**src/rtl/limn2600_mem_pkg.sv**
```systemverilog
// Shared encodings for the Limn2600 memory request path: access sizes, controller states and
// the alignment rule applied when a request is accepted.
package limn2600_mem_pkg;

    localparam logic [1:0] SZ_BYTE = 2'd0;
    localparam logic [1:0] SZ_HALF = 2'd1;
    localparam logic [1:0] SZ_WORD = 2'd2;

    typedef enum logic [2:0] {
        ST_IDLE,
        ST_ISSUE,
        ST_WAIT,
        ST_MERGE,
        ST_RESP,
        ST_ERR
    } state_t;

    // Size 3 has no legal alignment, so it is reported through the same path.
    function automatic logic is_misaligned(input logic [1:0] size, input logic [1:0] off);
        case (size)
            SZ_BYTE: return 1'b0;
            SZ_HALF: return off[0];
            SZ_WORD: return off != 2'b00;
            default: return 1'b1;
        endcase
    endfunction

endpackage

```
**src/rtl/limn2600_lane_unit.sv**
```systemverilog
// Little-endian lane handling between CPU-sized data and SRAM words; purely combinational.
// Extract zero-extends the selected lane of a word; merge overlays the right-justified store data.
module limn2600_lane_unit (
    input  logic [31:0] ext_word,
    input  logic [1:0]  size,
    input  logic [1:0]  off,
    input  logic [31:0] old_word,
    input  logic [31:0] wdata,
    output logic [31:0] ext_dat,
    output logic [31:0] mrg_dat
);
    import limn2600_mem_pkg::*;

    logic [4:0]  shamt;
    logic [31:0] sh;
    logic [31:0] mask;

    always_comb begin
        shamt   = {off, 3'b000};
        sh      = ext_word >> shamt;
        ext_dat = ext_word;
        mask    = '1;
        case (size)
            SZ_BYTE: begin
                ext_dat = {24'h0, sh[7:0]};
                mask    = 32'h0000_00ff << shamt;
            end
            SZ_HALF: begin
                ext_dat = {16'h0, sh[15:0]};
                mask    = 32'h0000_ffff << shamt;
            end
            default: begin
                ext_dat = ext_word;
                mask    = '1;
            end
        endcase
        mrg_dat = (old_word & ~mask) | ((wdata << shamt) & mask);
    end

endmodule

```
**src/rtl/limn2600_mem_ctrl.sv**
```systemverilog
// CPU load/store front end for the word-only Limn2600 SRAM; sub-word stores use read-modify-write.
// Latency 3 cycles (load/word store), 6 (sub-word store), 1 (error); one request in flight, req_ready only in IDLE.
module limn2600_mem_ctrl #(
    parameter int TIMEOUT_CYCLES = 255,
    parameter int TO_W           = 8
) (
    input  logic        clk,
    input  logic        rst,
    input  logic        req_valid,
    output logic        req_ready,
    input  logic        req_we,
    input  logic [1:0]  req_size,
    input  logic [31:0] req_addr,
    input  logic [31:0] req_wdata,
    output logic        resp_valid,
    output logic [31:0] resp_rdata,
    output logic        resp_err,
    output logic        mem_cs,
    output logic        mem_we,
    output logic [31:0] mem_addr,
    output logic [31:0] mem_wdata,
    input  logic        mem_rdy,
    input  logic [31:0] mem_rdata
);
    import limn2600_mem_pkg::*;

    state_t          state;
    logic            we_q;
    logic [1:0]      size_q;
    logic [1:0]      off_q;
    logic [31:0]     wdata_q;
    logic [31:0]     rd_word;
    logic            wr_pass;
    logic [TO_W-1:0] cnt;
    logic [31:0]     ext_dat;
    logic [31:0]     mrg_dat;

    limn2600_lane_unit u_lane (
        .ext_word (mem_rdata),
        .size     (size_q),
        .off      (off_q),
        .old_word (rd_word),
        .wdata    (wdata_q),
        .ext_dat  (ext_dat),
        .mrg_dat  (mrg_dat)
    );

    always_ff @(posedge clk or posedge rst) begin
        if (rst) begin
            state      <= ST_IDLE;
            req_ready  <= 1'b1;
            resp_valid <= 1'b0;
            resp_err   <= 1'b0;
            resp_rdata <= '0;
            mem_cs     <= 1'b0;
            mem_we     <= 1'b0;
            mem_addr   <= '0;
            mem_wdata  <= '0;
            we_q       <= 1'b0;
            size_q     <= SZ_BYTE;
            off_q      <= 2'b00;
            wdata_q    <= '0;
            rd_word    <= '0;
            wr_pass    <= 1'b0;
            cnt        <= '0;
        end else begin
            case (state)
                ST_IDLE: begin
                    if (req_valid && req_ready) begin
                        we_q      <= req_we;
                        size_q    <= req_size;
                        off_q     <= req_addr[1:0];
                        wdata_q   <= req_wdata;
                        wr_pass   <= 1'b0;
                        req_ready <= 1'b0;
                        mem_addr  <= {req_addr[31:2], 2'b00};
                        if (is_misaligned(req_size, req_addr[1:0])) begin
                            state      <= ST_ERR;
                            resp_valid <= 1'b1;
                            resp_err   <= 1'b1;
                            resp_rdata <= '0;
                        end else begin
                            // Sub-word stores start with a read pass, so only word stores write here.
                            state     <= ST_ISSUE;
                            mem_cs    <= 1'b1;
                            mem_we    <= req_we && (req_size == SZ_WORD);
                            mem_wdata <= req_wdata;
                        end
                    end
                end
                ST_ISSUE: begin
                    mem_cs <= 1'b0;
                    mem_we <= 1'b0;
                    cnt    <= '0;
                    state  <= ST_WAIT;
                end
                ST_WAIT: begin
                    if (mem_rdy) begin
                        if (!we_q) begin
                            resp_valid <= 1'b1;
                            resp_rdata <= ext_dat;
                            state      <= ST_RESP;
                        end else if (size_q == SZ_WORD || wr_pass) begin
                            resp_valid <= 1'b1;
                            resp_rdata <= '0;
                            state      <= ST_RESP;
                        end else begin
                            rd_word <= mem_rdata;
                            state   <= ST_MERGE;
                        end
                    end else if (cnt == TO_W'(TIMEOUT_CYCLES - 1)) begin
                        resp_valid <= 1'b1;
                        resp_err   <= 1'b1;
                        resp_rdata <= '0;
                        state      <= ST_ERR;
                    end else begin
                        cnt <= cnt + 1'b1;
                    end
                end
                ST_MERGE: begin
                    mem_wdata <= mrg_dat;
                    mem_cs    <= 1'b1;
                    mem_we    <= 1'b1;
                    wr_pass   <= 1'b1;
                    state     <= ST_ISSUE;
                end
                ST_RESP, ST_ERR: begin
                    resp_valid <= 1'b0;
                    resp_err   <= 1'b0;
                    resp_rdata <= '0;
                    req_ready  <= 1'b1;
                    state      <= ST_IDLE;
                end
                default: state <= ST_IDLE;
            endcase
        end
    end

endmodule
```
**config.mk**
```make
export PLATFORM = sky130hd
export DESIGN_NAME = limn2600_mem_ctrl
export DESIGN_NICKNAME = d
export VERILOG_FILES = /design/src/rtl/limn2600_mem_pkg.sv /design/src/rtl/limn2600_lane_unit.sv /design/src/rtl/limn2600_mem_ctrl.sv
export SDC_FILE = /design/constraint.sdc
export NUM_CORES = 1
export LEC_CHECK = 0
export ABC_AREA = 1
export ABC_CLOCK_PERIOD_IN_PS = 11700
export BUFFER_PORTS_ARGS = -buffer_cell sky130_fd_sc_hd__buf_4
export CELL_PAD_IN_SITES_DETAIL_PLACEMENT = 0
export CELL_PAD_IN_SITES_GLOBAL_PLACEMENT = 2
export CORE_UTILIZATION = 32
export DETAILED_ROUTE_END_ITERATION = 8
export PLACE_DENSITY_LB_ADDON = 0.1
export SYNTH_ARGS = -nofsm -noshare
export SYNTH_HDL_FRONTEND = slang
export SYNTH_HIERARCHICAL = 1
export SYNTH_SLANG_ARGS = --single-unit
```
**constraint.sdc**
```tcl
create_clock -name clk -period 11.7 [get_ports clk]
set_clock_uncertainty 0.2 [all_clocks]
set_input_delay 1.17 -clock clk [delete_from_list [all_inputs] [get_ports clk]]
set_output_delay 1.17 -clock clk [all_outputs]
set_load 0.1 [all_outputs]
```
# [Word level (Yosys, flattened, before mapping)]
# Cells that the tools add are included.
[classes] bitwise_logic=5 reduce_logical=23 muxes=43 n_shift=4 n_eq_ne=18 add_sub_neg=1
[ops] operator="$mux W32" n=8
[ops] operator="$pmux W32 S2" n=3
[ops] operator="$pmux W32 S3" n=1
[ops] operator="$and A32 B32 Y32" n=2
[ops] operator="$not A32 Y32" n=1
[ops] operator="$or A32 B32 Y32" n=1
[ops] operator="$shl A16 B5 Y32 const A" n=1
[ops] operator="$shl A32 B5 Y32" n=1
[ops] operator="$shl A8 B5 Y32 const A" n=1
[ops] operator="$shr A32 B5 Y16" n=1
[ops] operator="$mux W3" n=6
[ops] operator="$mux W8" n=2
[ops] operator="$pmux W8 S2" n=1
[ops] operator="$pmux W1 S3" n=5
[ops] operator="$mux W1" n=14
[ops] operator="$ne A2 B2 Y1 const B" n=6
[ops] operator="$pmux W3 S4" n=1
[ops] operator="$reduce_and A5 Y1" n=2
[ops] operator="$reduce_and A3 Y1" n=3
[ops] operator="$add A8 B1 Y8 const B" n=1
[ops] operator="$eq A8 B8 Y1 const B" n=1
[ops] operator="$reduce_and A2 Y1" n=4
[ops] operator="$reduce_bool A2 Y1" n=4
[ops] operator="$eq A3 B2 Y1 const B" n=2
[ops] operator="other kinds (15)" n=22
[totals] out_inout_bits=101 reg_bits=180 inputBits=103 word_cells=110

# [Depth between registers and ports, before layout]
[depth] word_depth=7 depth_mapped=12

# [Hierarchy]
# The synthesis kept the hierarchy.
[modules_own_cells] mod="limn2600_mem_ctrl" area_each_um2=7504.7 instances=1 cells_each=900
[modules_own_cells] mod="limn2600_lane_unit" area_each_um2=1647.8 instances=1 cells_each=390

# [Worst setup path after synthesis]
# Ideal clock, no wire load.
[synth_timing] kind="reg2out" startpoint="register resp_rdata[17]" endpoint="output port resp_rdata[17]" n_path_buf=0 t_arrival_ns=0.911 setup_slack_ns=9.419 path_stages_with_launch=1 required_time_ns=10.330 cell_sequence="dfrtp_1"
[synth_rtl] element="start: declaration" line_no="limn2600_mem_ctrl.sv:16" text="output logic [31:0] resp_rdata,"
[synth_rtl] element="start signal: assignment" line_no="limn2600_mem_ctrl.sv:101" text="resp_rdata <= ext_dat;"
# No word-level cell between the ends.

# [Final worst setup path]
[layout_timing] startpoint="register off_q[0]" endpoint="register mem_wdata[20]"
[layout_via] elab_chain_cells=6 word_cells_on_any_way=9
[layout_rtl] element="start: declaration" line_no="limn2600_mem_ctrl.sv:30" text="logic [1:0] off_q;"
[layout_rtl] element="start signal: assignment" line_no="limn2600_mem_ctrl.sv:72" text="off_q <= req_addr[1:0];"
[layout_rtl] element="$shl A16 B5 Y32 / $shl A8 B5 Y32 (equally long branches)" line_no="limn2600_lane_unit.sv:30, limn2600_lane_unit.sv:26"
[layout_rtl] element="$pmux W32 S2" line_no="limn2600_lane_unit.sv:23" text="case (size)"
[layout_rtl] element="$not A32 Y32" line_no="limn2600_lane_unit.sv:37" text="mrg_dat = (old_word & ~mask) | ((wdata << shamt) & mask);"
[layout_rtl] element="$and A32 B32 Y32" line_no="limn2600_lane_unit.sv:37"
[layout_rtl] element="$or A32 B32 Y32 *" line_no="limn2600_lane_unit.sv:37"
[layout_rtl] element="net mrg_dat[20]" line_no="limn2600_mem_ctrl.sv:36" text="logic [31:0] mrg_dat;"
[layout_rtl] element="$pmux W32 S2 *" line_no="limn2600_mem_ctrl.sv:67" text="case (state)"
[layout_rtl] element="end signal: assignment" line_no="limn2600_mem_ctrl.sv:87" text="mem_wdata <= req_wdata;"
[layout_rtl] element="end signal: assignment" line_no="limn2600_mem_ctrl.sv:121" text="mem_wdata <= mrg_dat;"
[layout_rtl] element="end: declaration" line_no="limn2600_mem_ctrl.sv:21" text="output logic [31:0] mem_wdata,"
# The timed path passes the listed nets; every way through them passes the cells marked *.
# A chain may end at the register's enable or synchronous reset.

==> impl_metrics.py <==
metrics = {
    "clock_network": {
        "clock_sinks": 180,
        "cts_buffers": 17,
        "cts_root_buf": "clkbuf_16",
        "tritoncts": "yes",
        "cts_htree_levels": 4,
        "clk_latency_ns": 0.44,
        "path_clk_slew_ns": 0.07,
        "ctsHoldBuffers": 0,
        "cts_repair_resize_count": 0,
        "clock_path_buffers": 2,
        "post_cts_buffers": 0,
    },
    "synthesis": {
        "avgSynthCellArea_um2": 7.09,
        "synthAdderAreaFrac_pct": 0.273,
        "synthMuxAreaShare_pct": 0,
        "synth-compound-area-share_pct": 5.40,
        "synthArstFlopShare_pct": 100,
        "ys_types": 29,
        "ys_warn_count": 6,
        "synth_ff_type": "dfrtp_1",
        "yosys.area_share.simple_pct": 37.4,
        "synth_edf_count": 0,
        "synth_top_family_by_area": "simple AND/OR/NAND/NOR gates",
        "synthesis.area_um2": 9150,
        "syn_inst": 1290,
        "synth_seq_area_share_pct": 49.2,
        "synth_xor_area_share_pct": 0.0957,
        "synth-seq-cells": 180,
    },
    "grt": {
        "grt_pass1_wl_um": 46600,
        "antenna_found_initial": 0,
        "grt_pass1_vias": 8257,
        "grt_remaining_overflow": 0,
        "grt_start_max_net_pins": 71,
        "grt_usage_pct": 21.0,
    },
    "routing": {
        "drtIter0Drc": 455,
        "firstDrtPassIters": 5,
        "totalWireLength_um": 29400,
        "drtAntennaViolNets": 0,
        "drc": 0,
        "vias_per_cell": 4.54,
        "num_vias": 8416,
        "wire_per_inst_um": 15.9,
    },
    "sta": {
        "period_share_pct": 22.9,
        "slew-limit-headroom_pct": 32.7,
        "slew_violations": 0,
        "timing.final.hold_violations": 0,
        "fmax_ghz": 0.373,
        "tightest_slew_ns": 1.01,
        "fin_setup_tns_ns": 0,
        "rsz0062_at_grt": "false",
        "finalSetupViolCount": 0,
        "finalCriticalPeriod_ns": 2.68,
    },
    "status": {
        "status": "completed",
    },
    "placement": {
        "place_area_um2": 10900,
        "port_buffers": 201,
        "hpwlAfterDp_um": 21100,
        "place.gp.congestion": 0.783,
    },
    "floorplanning": {
        "fp.dieW_um": 171,
        "die-area_um2": 29300,
        "die_h_um": 171,
        "rows": 61,
        "io_pins": 204,
        "start_util_pct": 32.8,
        "core_area_um2": 27900,
    },
    "cells_and_area": {
        "regArea_um2": 4510,
        "syn_to_final_growth_pct": 25.8,
        "n_fill_cell": 3051,
        "finalInstanceArea_um2": 11500,
        "drive_above_1_share_pct": 19.8,
        "diodes": 0,
        "multi_input_area_um2": 3970,
        "final_net_count": 1567,
    },
    "setup_path": {
        "cp.required_ns": 11.84,
        "cp_max_fo": 37,
        "endpoint_kind": "flip-flop",
        "crit_path_start_kind": "flip-flop",
        "worstPathArrival_ns": 2.82,
        "worstSetupPathType": "reg -> reg",
    },
    "pwr": {
        "power_density_nw_per_um2": 337,
        "ir_drop_mv": 0.176,
        "p_leak_nw": 6.58,
        "p_total_w": 0.00388,
    },
    "hold_path": {
        "hold_class": "reg -> reg",
    },
    "job": {
        "cap_violations": 0,
    },
}
==> power by group <==
| group | leakage [nW] | switching, W | internal, W | total (W) |
|---|---|---|---|---|
| clock network | 0.283 | 0.000286 | 0.000303 | 0.000589 |
| registers | 2.33 | 0.000170 | 0.000867 | 0.00104 |
| logic | 3.97 | 0.00178 | 0.000480 | 0.00226 |
| total | 6.58 | 0.00223 | 0.00165 | 0.00388 |
==> routing by layer <==
metal	share of wire (%)	global-route usage, %	vias up	wire [um]
met2	46	33.5	186	13600
met3	5.1	4.60	19	1510
li1	-	-	4291	-
met4	1.2	4.93	0	348
met1	47	28.8	3920	13900
met5	0	0	-	0
==> final timing paths <==
| path | from | to | slack [ns] | cells past startpoint |
|---|---|---|---|---|
| max | off_q[0] | mem_wdata[20] | 9.02 | 9 |
| min | mem_addr[27] | mem_addr[27] | 0.27 | 2 |
| max reg2reg | off_q[0] | mem_wdata[20] | 9.02 | 9 |
| min reg2reg | mem_addr[27] | mem_addr[27] | 0.27 | 2 |
| max in group asynchronous | rst | resp_rdata[6] | 9.39 | 3 |
| min in group asynchronous | rst | mem_addr[26] | 0.55 | 2 |
==> worst max-delay path, stage by stage (launching register included) <==
cell and delay (ns):
dfrtp_1 0.32, buf_4 0.39, inv_2 0.39, nor2_2 0.50, nand2_4 0.17, nand2_4 0.15, nand2_1 0.06, nand2_1 0.11
o21ai_0 0.10, o21ai_0 0.17
==> cells in the final DEF, fill, tap and decap left out, types with 2 or more instances in the layout <==
cell,count
a21oi_1,10
buf_4,212
clkbuf_16,17
clkinv_4,2
clkinvlp_4,2
conb_1,2
dfrtp_1,179
ha_1,2
inv_1,90
inv_2,8
inv_6,7
inv_8,2
nand2_1,688
nand2_2,20
nand2_4,3
nand3_1,93
nand3_2,2
nor2_1,30
nor2_2,8
nor2_4,3
o21a_1,2
o21ai_0,68
o21ai_1,15
==> synthesized netlist by cell type, types with 8 or more instances <==
cell type | number | area share [%]
clkbuf_1 | 25 | 1.0
nor2_1 | 31 | 1.3
dfrtp_1 | 179 | 49
nand2_1 | 688 | 28
buf_4 | 11 | 0.90
nand3_1 | 94 | 5.1
nor2_2 | 8 | 0.55
inv_2 | 8 | 0.33
nand2_2 | 20 | 1.4
o21ai_0 | 68 | 3.7
buf_2 | 19 | 1.0
o21ai_1 | 15 | 0.82
a21oi_1 | 10 | 0.55
inv_1 | 91 | 3.7
==> registers in the layout, summed over array words and instances (netlist names) <==
| signal | flops |
|---|---|
| mem_addr | 30 |
| wdata_q | 32 |
| req_ready | 1 |
| state | 3 |
| mem_wdata | 32 |
| cnt | 8 |
| size_q | 2 |
| resp_err | 1 |
| we_q | 1 |
| resp_valid | 1 |
| resp_rdata | 32 |
| mem_we | 1 |
| mem_cs | 1 |
| wr_pass | 1 |
| rd_word | 32 |
| off_q | 2 |
==> cell type report <==
cell class | instances | area share [%]
flip-flops and latches | 180 | 39.1
multi-input cells | 951 | 34.5
repair buffers | 212 | 13.8
well taps | 378 | 4.11
clock buffers | 17 | 3.70
inverters | 100 | 3.33
clock inverters | 15 | 1.38
==> stage by stage <==
stage / hold WS, ns / util, % / setup slack, ns / std cells
after floorplan: 0.242 / - / 5.44 / 1291
after global placement: 0.255 / 39.1 / 8.73 / 1821
after detailed placement: 0.259 / 39.1 / 8.70 / 1821
after CTS: 0.276 / 41.2 / 9.01 / 1853
after global routing: 0.289 / 41.2 / 8.77 / 1853
final: 0.273 / 41.2 / 9.02 / 1853
==> logic make-up after synthesis <==
logic type                 count (synthesis)
adders and majority gates                  2
DFF                                      180
xor gates and xnor gates                   1
other                                      1
buffers and inverters                    160
and+or+nand+nor                          849
AOI/OAI and AO/OA                         97
No activity file was read; power rests on OpenSTA's default activity.
